### config.mk
export PLATFORM = sky130hd
export DESIGN_NAME = aud_dsp_player
export DESIGN_NICKNAME = d
export VERILOG_FILES = /design/src/rtl/aud_dsp_player.sv
export SDC_FILE = /design/constraint.sdc
export NUM_CORES = 1
export LEC_CHECK = 0
export ABC_AREA = 0
export CORE_AREA = 2 2 326 167
export CTS_BUF_LIST = sky130_fd_sc_hd__clkbuf_2 sky130_fd_sc_hd__clkbuf_4 sky130_fd_sc_hd__clkbuf_8
export DETAILED_ROUTE_END_ITERATION = 10
export DIE_AREA = 0 0 328 169
export PLACE_DENSITY_LB_ADDON = 0.3
export SLEW_MARGIN = 20
export SYNTH_ARGS = -nofsm -noshare
export SYNTH_HDL_FRONTEND = slang
export SYNTH_SLANG_ARGS = --single-unit
### constraint.sdc
create_clock -name i_clk -period 99.2 [get_ports i_clk]
set_input_delay 19.84 -clock i_clk [delete_from_list [all_inputs] [get_ports i_clk]]
set_output_delay 19.84 -clock i_clk [all_outputs]
set_load 0.02 [all_outputs]
### src/rtl/aud_dsp_player.sv
// aud_dsp_player: playback engine between the recorder SRAM and the DAC serializer.
// Reads one SRAM sample per DAC sample request at speed factor N = i_speed+1.
// Modes: fast (skip N-1 samples), slow constant-hold, slow linear-interpolate.
// Playback runs forward or in reverse, stops itself at the programmed end address,
// and supports pause/resume. A sticky overrun flag records requests that arrive while busy.
// Ports:
//   i_clk, i_rst_n        clock, async active-low reset
//   i_start/pause/stop    command pulses (priority stop > pause > start)
//   i_speed, i_mode       N-1 and playback mode (00 fast, 01 const, 10 linear, 11 fast)
//   i_reverse, i_end_addr direction and last valid sample address
//   i_sample_req          one pulse per DAC sample slot
//   i_sram_data           read data for o_sram_addr
//   o_sram_addr           SRAM read address
//   o_dac_data/valid      output sample and its 1-cycle strobe
//   o_done                1-cycle pulse with the last sample of the stream
//   o_overrun             sticky: request arrived during FETCH/CALC
//   o_state               IDLE=0 WAIT=1 FETCH=2 CALC=3 PAUSE=4
module aud_dsp_player #(
  parameter int unsigned DATA_W = 16,
  parameter int unsigned ADDR_W = 20,
  parameter int unsigned SPD_W  = 3
) (
  input  logic              i_clk,
  input  logic              i_rst_n,
  input  logic              i_start,
  input  logic              i_pause,
  input  logic              i_stop,
  input  logic [SPD_W-1:0]  i_speed,
  input  logic [1:0]        i_mode,
  input  logic              i_reverse,
  input  logic [ADDR_W-1:0] i_end_addr,
  input  logic              i_sample_req,
  input  logic [DATA_W-1:0] i_sram_data,
  output logic [ADDR_W-1:0] o_sram_addr,
  output logic [DATA_W-1:0] o_dac_data,
  output logic              o_dac_valid,
  output logic              o_done,
  output logic              o_overrun,
  output logic [2:0]        o_state
);

  localparam int unsigned N_W    = SPD_W + 1;
  localparam int unsigned PROD_W = DATA_W + SPD_W + 1;
  localparam int unsigned SUM_W  = PROD_W + 1;
  localparam int unsigned NXT_W  = ADDR_W + 1;

  typedef enum logic [2:0] {
    S_IDLE  = 3'd0,
    S_WAIT  = 3'd1,
    S_FETCH = 3'd2,
    S_CALC  = 3'd3,
    S_PAUSE = 3'd4
  } state_t;

  state_t                    state;
  logic [ADDR_W-1:0]         addr;
  logic [SPD_W-1:0]          k;
  logic [SPD_W-1:0]          spd_l;
  logic [1:0]                mode_l;
  logic                      rev_l;
  logic                      pause_pend;
  logic signed [DATA_W-1:0]  prev;
  logic signed [DATA_W-1:0]  cur;

  // Step / end-of-stream evaluation for the sample currently in CALC
  logic              fast_c;
  logic              wrap_c;
  logic [N_W-1:0]    n_c;
  logic [N_W-1:0]    step_c;
  logic [NXT_W-1:0]  next_c;
  logic              end_c;

  assign fast_c = (mode_l != 2'b01) && (mode_l != 2'b10);
  assign wrap_c = (k == spd_l);
  assign n_c    = N_W'(spd_l) + N_W'(1);
  assign step_c = fast_c ? n_c : (wrap_c ? N_W'(1) : N_W'(0));
  assign next_c = rev_l ? ({1'b0, addr} - NXT_W'(step_c))
                        : ({1'b0, addr} + NXT_W'(step_c));
  // Reverse underflow shows up as the extra MSB; forward overshoot as a compare
  assign end_c  = rev_l ? next_c[ADDR_W] : (next_c > {1'b0, i_end_addr});

  // Linear interpolation: (prev*(N-1-k) + cur*(k+1)) / N, truncating toward zero
  logic [SPD_W-1:0]         w0_c;
  logic [N_W-1:0]           w1_c;
  logic signed [PROD_W-1:0] prev_x, cur_x, w0_x, w1_x, p0_c, p1_c;
  logic signed [SUM_W-1:0]  sum_c, div_c;
  logic [DATA_W-1:0]        lin_c;
  logic [DATA_W-1:0]        out_c;

  assign w0_c   = spd_l - k;
  assign w1_c   = N_W'(k) + N_W'(1);
  assign prev_x = {{(PROD_W-DATA_W){prev[DATA_W-1]}}, prev};
  assign cur_x  = {{(PROD_W-DATA_W){cur[DATA_W-1]}}, cur};
  assign w0_x   = PROD_W'(w0_c);
  assign w1_x   = PROD_W'(w1_c);
  assign p0_c   = prev_x * w0_x;
  assign p1_c   = cur_x * w1_x;
  assign sum_c  = {p0_c[PROD_W-1], p0_c} + {p1_c[PROD_W-1], p1_c};
  assign div_c  = SUM_W'(n_c);
  assign lin_c  = DATA_W'(sum_c / div_c);
  assign out_c  = (mode_l == 2'b10) ? lin_c : cur;

  assign o_sram_addr = addr;
  assign o_state     = state;

  // Playback control, datapath registers and registered outputs
  always_ff @(posedge i_clk or negedge i_rst_n) begin
    if (!i_rst_n) begin
      state       <= S_IDLE;
      addr        <= '0;
      k           <= '0;
      spd_l       <= '0;
      mode_l      <= '0;
      rev_l       <= 1'b0;
      pause_pend  <= 1'b0;
      prev        <= '0;
      cur         <= '0;
      o_dac_data  <= '0;
      o_dac_valid <= 1'b0;
      o_done      <= 1'b0;
      o_overrun   <= 1'b0;
    end else begin
      o_dac_valid <= 1'b0;
      o_done      <= 1'b0;
      if (i_stop) begin
        state      <= S_IDLE;
        addr       <= '0;
        o_dac_data <= '0;
        pause_pend <= 1'b0;
      end else begin
        unique case (state)
          S_IDLE: begin
            if (i_start && !i_pause) begin
              addr       <= i_reverse ? i_end_addr : '0;
              k          <= '0;
              prev       <= '0;
              cur        <= '0;
              o_overrun  <= 1'b0;
              pause_pend <= 1'b0;
              state      <= S_WAIT;
            end
          end
          S_WAIT: begin
            if (i_pause) begin
              state <= S_PAUSE;
            end else if (i_sample_req) begin
              // Playback parameters only change at a group boundary
              if (k == '0) begin
                mode_l <= i_mode;
                spd_l  <= i_speed;
                rev_l  <= i_reverse;
              end
              state <= S_FETCH;
            end
          end
          S_FETCH: begin
            if (i_pause)      pause_pend <= 1'b1;
            if (i_sample_req) o_overrun  <= 1'b1;
            if (k == '0) begin
              cur  <= i_sram_data;
              prev <= cur;
            end
            state <= S_CALC;
          end
          S_CALC: begin
            if (i_sample_req) o_overrun <= 1'b1;
            o_dac_data  <= out_c;
            o_dac_valid <= 1'b1;
            k           <= (fast_c || wrap_c) ? '0 : k + SPD_W'(1);
            pause_pend  <= 1'b0;
            if (end_c) begin
              o_done <= 1'b1;
              addr   <= '0;
              state  <= S_IDLE;
            end else begin
              addr  <= next_c[ADDR_W-1:0];
              state <= (pause_pend || i_pause) ? S_PAUSE : S_WAIT;
            end
          end
          S_PAUSE: begin
            if (i_start && !i_pause) state <= S_WAIT;
          end
          default: state <= S_IDLE;
        endcase
      end
    end
  end

endmodule
==> results of run 1 <==
## synthesized netlist by cell type, types with 68 or more instances
master     n  area [um^2]
nor3_1    84          420
nand2_1  268         1010
ha_1     207         2590
dfrtp_1   84         2100
a21o_1    72          541
o21ai_0  147          736
fa_1      68         1360
a21oi_1  148          741
nor2_1   192          721
xnor2_1   88          771
inv_1    221          830
and2_1   111          694
## cells by family (layout without fill, tap and decap cells)
group / count (synthesis) / count (layout) / synth area share
muxes: 58 / 58 / 0.0321
DFF: 84 / 84 / 0.109
adders and majority gates: 276 / 276 / 0.206
buffers and inverters: 304 / 341 / 0.0624
and+or+nand+nor: 965 / 965 / 0.258
xor gates and xnor gates: 140 / 140 / 0.0644
AOI/OAI and AO/OA: 750 / 750 / 0.268
## cell type report
cell class | instances | share of cell area
clock buffer | 9 | 0.00589
clock inverter | 6 | 0.00303
inverter | 222 | 0.0396
multi-input combinational | 2189 | 0.762
sequential | 84 | 0.0999
tap | 713 | 0.0424
timing repair buffer | 104 | 0.0476
## state kept, by name, summed over array words and instances, names as in the netlist, 2 cells and up
register,flops
cur,16
k,3
mode_l,2
o_dac_data,16
o_sram_addr,20
o_state,3
prev,16
spd_l,3
## metal layers
layer  GRT usage  wire length (um)  up-vias
li1            -                 -     9375
met1       0.399             35900     9315
met2       0.283             22700      853
met3      0.0788              7540       57
met4      0.0295               765        6
met5      0.0122               122        -
## metrics by stage
stage / instances / util / area [um^2]
2_1_floorplan: 2577 / - / 19300
3_3_place_gp: 3312 / 0.394 / 20800
3_5_place_dp: 3312 / 0.394 / 20800
4_1_cts: 3327 / 0.398 / 21000
5_1_grt: 3327 / 0.399 / 21000
6_report: 3327 / 0.399 / 21000
## worst paths after layout
check	start	to	slack (ns)	cells after the start
max	k[0]	o_dac_data[14]	40.94	226
min	mode_l[0]	mode_l[0]	0.52	1
max reg2reg	k[0]	o_dac_data[14]	40.94	226
min reg2reg	mode_l[0]	mode_l[0]	0.52	1
max in group asynchronous	i_rst_n	prev[13]	78.64	2
min in group asynchronous	i_rst_n	o_sram_addr[8]	19.28	1
==> reports/qor.yml, run 1 <==
outcome:
  status: "completed"
route:
  wl_um: 67100
  wl_per_cell_um: 20.2
  drtIter0Drc: 2337
  antenna_left: 0
  vias: 19606
  drc: 0
  vias_per_cell: 5.89
  first_pass_iters: 6
synth:
  synth_area_per_cell_um2: 7.48
  synth_nets: 2900
  async_flop_share: 1.00
  yosysWarnings: 0
  ys_seq_area_frac: 0.109
  yosysUniqueCellTypes: 122
  syn_area_mm2: 0.0193
  ys_ff_latch: 84
  synth_edf_count: 0
  synth-main-ff-cell: "dfrtp_1"
  syn_inst: 2577
layout:
  final.fill_count: 5430
  n_antenna_cell: 0
  multiInputGateArea_mm2: 0.0160
  seqCellArea_mm2: 0.00210
  fin_nets: 2933
  final_cell_mix: "268 x nand2_1, 221 x inv_1, 207 x ha_1"
  syn_to_final_growth_pct: 9.18
  drive_above_1_share: 0.0539
  final_common_cell: "nand2_1"
place:
  io_buffers: 89
  place_ws_ns: 42.55
  dpl.hpwl_um: 55600
  gp_congestion: 0.967
critical_path:
  cp_slowest_cell: "a211oi_1"
  worstPathMaxFanout: 16
  slowest_delay_ns: 0.78
  cp_top_family: "compound AO/OA/AOI/OAI gates"
  cp.arrival_ns: 58.57
  path_buf_inv: 8
  crit_path_end_kind: "flop"
  path_class: "reg -> reg"
  worst_ep_required_time_ns: 99.51
  start_kind: "flop"
cts:
  clock_latency_ns: 0.41
  clock_sinks: 84
  cts_tree: "built"
  postCtsSetupRepairBufs: 0
  clk_pin_slew_ns: 0.10
  cts_buffers: 9
  root_buffer: "clkbuf_8"
  cts_resized: 0
  cts_max_path_buffers: 2
  holdBufCountCts: 0
  cts_max_level: 3
sta:
  finalSetupTns_ns: 0
  fin_skew_ns: 0.0163
  setup_viol: 0
  fmax_mhz: 17.2
  slew_viol_final: 0
  fin_ws_ns: 40.94
  hold_viol_final: 0
  tightest_slew_ns: 1.18
  relSlewSlack: 0.210
  whs_ns: 0.523
  period_share: 0.587
  rsz0062_at_grt: "false"
  layout_min_cycle_time_ns: 58.26
global_route:
  grt_pass1_vias: 17855
  grt_max_degree: 70
  grt_antenna_before_repair: 2
  track_usage: 0.239
  grt_pass1_wl_um: 105000
  grt_overflow_total: 0
worst_hold_path:
  hold_path.class: "reg -> reg"
floorplan:
  coreArea_mm2: 0.0528
  chipHeight_um: 169
  core.rowCount: 60
  initial_core_util: 0.365
  die_w_um: 328
  num_io_pins: 90
  dieArea_mm2: 0.0554
job:
  maxCapViolCount: 0
Power of run 1 is left out: the tool's default activity adds up to more than one toggle a clock period on the data nets, which glitch-free logic cannot reach.
==> run 2, diff against run 1 <==
==> constraint.sdc (replaced) <==
create_clock -name i_clk -period 49.4 [get_ports i_clk]
set_input_delay 9.88 -clock i_clk [delete_from_list [all_inputs] [get_ports i_clk]]
set_output_delay 9.88 -clock i_clk [all_outputs]
set_load 0.02 [all_outputs]
==> reports/qor.yml, run 2 (same netlist as run 1, synthesis figures left out) <==
route:
  vias: 20476
  drtIter0Drc: 2416
  vias_per_cell: 5.98
  antenna_left: 0
  wl_per_cell_um: 21.2
  drc: 0
  first_pass_iters: 8
  wl_um: 72600
sta:
  period_share: 0.949
  fin_skew_ns: 0.0129
  slew_viol_final: 0
  setup_viol: 0
  relSlewSlack: 0.198
  fmax_mhz: 21.3
  whs_ns: 0.529
  hold_viol_final: 0
  tightest_slew_ns: 1.19
  layout_min_cycle_time_ns: 46.86
global_route:
  grt_antenna_before_repair: 1
  grt_overflow_total: 0
  grt_pass1_vias: 19294
  grt_pass1_wl_um: 111000
  track_usage: 0.256
  grt_max_degree: 65
cts:
  cts_buffers: 9
  clock_latency_ns: 0.42
  clock_sinks: 84
  cts_max_path_buffers: 2
  clk_pin_slew_ns: 0.11
  root_buffer: "clkbuf_8"
  cts_tree: "built"
  cts_max_level: 3
place:
  gp_congestion: 1.02
  dpl.hpwl_um: 59300
  io_buffers: 89
  dp.cells: 3387
job:
  maxCapViolCount: 0
floorplan:
  initial_core_util: 0.365
  core.rowCount: 60
  coreArea_mm2: 0.0528
  chipHeight_um: 169
  dieArea_mm2: 0.0554
  num_io_pins: 90
  die_w_um: 328
layout:
  largest_reg_flops: 20
  layout.cells.non_filler: 3426
  fin_nets: 3030
  syn_to_final_growth_pct: 15.3
  final_cell_mix: "265 x nand2_1, 221 x inv_1, 200 x ha_1"
  final_common_cell: "nand2_1"
  drive_above_1_share: 0.121
worst_hold_path:
  hp-start: "o_sram_addr[11]"
  hold_path.class: "reg -> reg"
  holdPathStages: 2
  worstHoldEndpoint: "o_sram_addr[11]"
critical_path:
  worst_r2r_endpoint: "o_dac_data[2]"
  cp.arrival_ns: 47.18
  start_kind: "flop"
  rrSetupSlack_ns: 2.54
  crit_path_end_kind: "flop"
  worstPathMaxFanout: 11
  rr_startpoint: "k[0]"
  worst_ep_required_time_ns: 49.72
  cp_slowest_cell: "or4b_1"
  path_class: "reg -> reg"
  cpMostUsedCell: "o21a_1"
  slowest_delay_ns: 0.60
  r2r_cells: 231
outcome:
  status: "completed"
run 2: cell types whose count changed in the layout (fill, tap and decap cells not counted), sizes merged:
cell,change
clkbuf,+3
bufinv,-1
diode,+1
clkinvlp,-2
nor2,+1
buf,+96
clkinv,+1
run 2: how the worst max path moves through the flow:
| stage | from | endpoint | depth (start not counted) |
|---|---|---|---|
| 2_1_floorplan | k[0] | o_dac_data[14] | 249 |
| 3_3_place_gp | k[0] | o_dac_data[2] | 240 |
| 3_5_place_dp | k[0] | o_dac_data[12] | 239 |
| 4_1_cts | k[0] | o_dac_data[12] | 237 |
| 5_1_grt | k[0] | o_dac_data[12] | 240 |
| 6_report | k[0] | o_dac_data[2] | 231 |
run 2: worst max-delay path, delay by kind of cell (launching register included):
family                     cells  cell delay (ns)
AOI/OAI and AO/OA             95            17.01
xor gates and xnor gates       3             0.79
adders and majority gates     29             9.30
buffers and inverters         14             1.76
DFF                            1             0.48
muxes                          8             2.18
and+or+nand+nor               82            15.11
run 2: through the flow:
step | utilization | instance area (um^2) | TNS (ns) | setup WS (ns)
global placement | 0.405 | 21400 | 0 | 1.52
CTS | 0.410 | 21600 | 0 | 0.0330
global route | 0.421 | 22200 | -1.85 | -0.351
floorplan | - | 19300 | 0 | 1.48
finish | 0.421 | 22200 | 0 | 2.54
detailed placement | 0.405 | 21400 | -5.59 | -0.883
run 2: metal layers:
| metal | global-route usage | up-vias | wire, um |
|---|---|---|---|
| met5 | 0 | - | 0 |
| met4 | 0.0269 | 0 | 641 |
| met3 | 0.0953 | 70 | 9550 |
| met2 | 0.307 | 994 | 25000 |
| met1 | 0.419 | 9854 | 37400 |
| li1 | - | 9558 | - |
run 2: final cells by class:
cell class	count	area, um^2
antenna	1	2.50
clock buffer	12	159
clock inverter	4	31.3
fill	5375	30600
inverter	222	833
multi-input combinational	2190	16500
sequential	84	2100
tap	713	892
timing repair buffer	200	1730
run 2: timing repair:
action	CTS	global route
resized for setup	12	103
hold buffers	0	0
setup endpoints to repair	10	16
gates cloned	0	1
buffers inserted	0	21
pin swaps	0	24
Power of run 2 is left out for the same reason.
==> run 3, diff against run 2 <==
--- a/config.mk
+++ b/config.mk
@@ -11,6 +11,7 @@
 export DETAILED_ROUTE_END_ITERATION = 10
 export DIE_AREA = 0 0 328 169
 export PLACE_DENSITY_LB_ADDON = 0.3
+export REMOVE_ABC_BUFFERS = 1
 export SLEW_MARGIN = 20
 export SYNTH_ARGS = -nofsm -noshare
 export SYNTH_HDL_FRONTEND = slang
==> reports/qor.yml, run 3 (same netlist as run 1, synthesis figures left out) <==
layout:
  final.fill_count: 5341
  n_antenna_cell: 0
  final_util: 0.422
  final_common_cell: "nand2_1"
  largest_reg_flops: 20
  drive_above_1_share: 0.121
  syn_to_final_growth_pct: 15.7
  seqCellArea_mm2: 0.00210
  final_cell_mix: "264 x nand2_1, 221 x inv_1, 203 x ha_1"
  multiInputGateArea_mm2: 0.0166
  fin_nets: 3022
floorplan:
  die_w_um: 328
  core.rowCount: 60
  chipHeight_um: 169
  coreArea_mm2: 0.0528
  dieArea_mm2: 0.0554
  num_io_pins: 90
  initial_core_util: 0.365
sta:
  fmax_mhz: 21.5
  layout_min_cycle_time_ns: 46.50
  period_share: 0.941
  tightest_slew_ns: 1.17
  fin_skew_ns: 0.0204
  relSlewSlack: 0.214
  hold_viol_final: 0
  finalSetupTns_ns: 0
  setup_viol: 0
  slew_viol_final: 0
global_route:
  grt_pass1_wl_um: 104000
  track_usage: 0.234
  grt_pass1_vias: 18494
  grt_max_degree: 68
  grt_antenna_before_repair: 2
  grt_overflow_total: 0
job:
  maxCapViolCount: 0
route:
  first_pass_iters: 6
  vias: 20070
  wl_um: 66600
  wl_per_cell_um: 19.5
  vias_per_cell: 5.87
  drc: 0
  drtIter0Drc: 2236
  antenna_left: 0
critical_path:
  rr_startpoint: "k[0]"
  cpMostUsedCell: "ha_1"
  crit_path_end_kind: "flop"
  path_class: "reg -> reg"
  worstPathMaxFanout: 16
  cp.arrival_ns: 46.81
  slowest_delay_ns: 0.58
  start_kind: "flop"
  crit_start: "k[0]"
  worst_ep_required_time_ns: 49.71
  cp_slowest_cell: "or4b_4"
cts:
  clk_pin_slew_ns: 0.11
  clock_latency_ns: 0.41
  root_buffer: "clkbuf_8"
  holdBufCountCts: 0
  clock_sinks: 84
  cts_max_level: 3
  cts_buffers: 9
  cts_max_path_buffers: 2
  cts_tree: "built"
worst_hold_path:
  hold_path.class: "reg -> reg"
  hp-start: "o_sram_addr[12]"
outcome:
  status: "completed"
place:
  dpl.hpwl_um: 54600
  io_buffers: 89
  gp_congestion: 0.979
run 3: changes by cell type in the layout (fill, tap and decap cells not counted), moves of 4 or more:
cell and delta:
a21oi_2 +4, ha_2 -5, a21oi_1 -5, nor4_2 -4, nor2_1 -5, buf_4 -7
run 3: what timing repair did:
item / CTS / global route
resized for setup: 18 / 111
gates cloned: 0 / 1
buffers inserted: 4 / 23
setup endpoints to repair: 14 / 16
pin swaps: 1 / 25
run 3: area by class of cell:
| class | instances | area share |
|---|---|---|
| clock buffer | 9 | 0.00556 |
| multi-input combinational | 2190 | 0.743 |
| clock inverter | 7 | 0.00460 |
| inverter | 222 | 0.0374 |
| sequential | 84 | 0.0944 |
| timing repair buffer | 192 | 0.0747 |
| tap | 713 | 0.0400 |
run 3: metal layers:
layer  track usage  up-vias  routed length, um
li1              -     9557                  -
met1         0.389     9641              35600
met2         0.299      843              24000
met3        0.0608       27               6590
met4        0.0183        2                272
met5             0        -                 13
run 3: final timing paths:
path / cells past startpoint / slack, ns / end
min: 2 / 0.53 / o_sram_addr[12]
min in group asynchronous: 1 / 9.32 / o_dac_valid
max reg2reg: 236 / 2.90 / o_dac_data[14]
max in group asynchronous: 2 / 38.76 / k[0]
max: 236 / 2.90 / o_dac_data[14]
min reg2reg: 2 / 0.53 / o_sram_addr[12]
run 3: metrics by stage:
step	worst slack [ns]	instance area, um^2	hold slack [ns]	cells
5_1_grt	-0.321	22300	0.552	3417
2_1_floorplan	0.836	18900	0.469	2495
6_report	2.90	22300	0.529	3417
4_1_cts	0.0816	21600	0.534	3393
3_5_place_dp	-1.12	21300	0.509	3373
3_3_place_gp	1.06	21300	0.494	3373
run 3: worst max-delay path: cells and delay by family, from the launching register on:
kind | cells | cell delay, ns
compound gates | 96 | 16.17
simple gates | 82 | 14.83
fa+ha+maj | 29 | 9.36
mux | 9 | 2.75
buf+inv | 16 | 2.14
xor+xnor | 4 | 0.58
flops | 1 | 0.46
Power of run 3 is left out for the same reason.
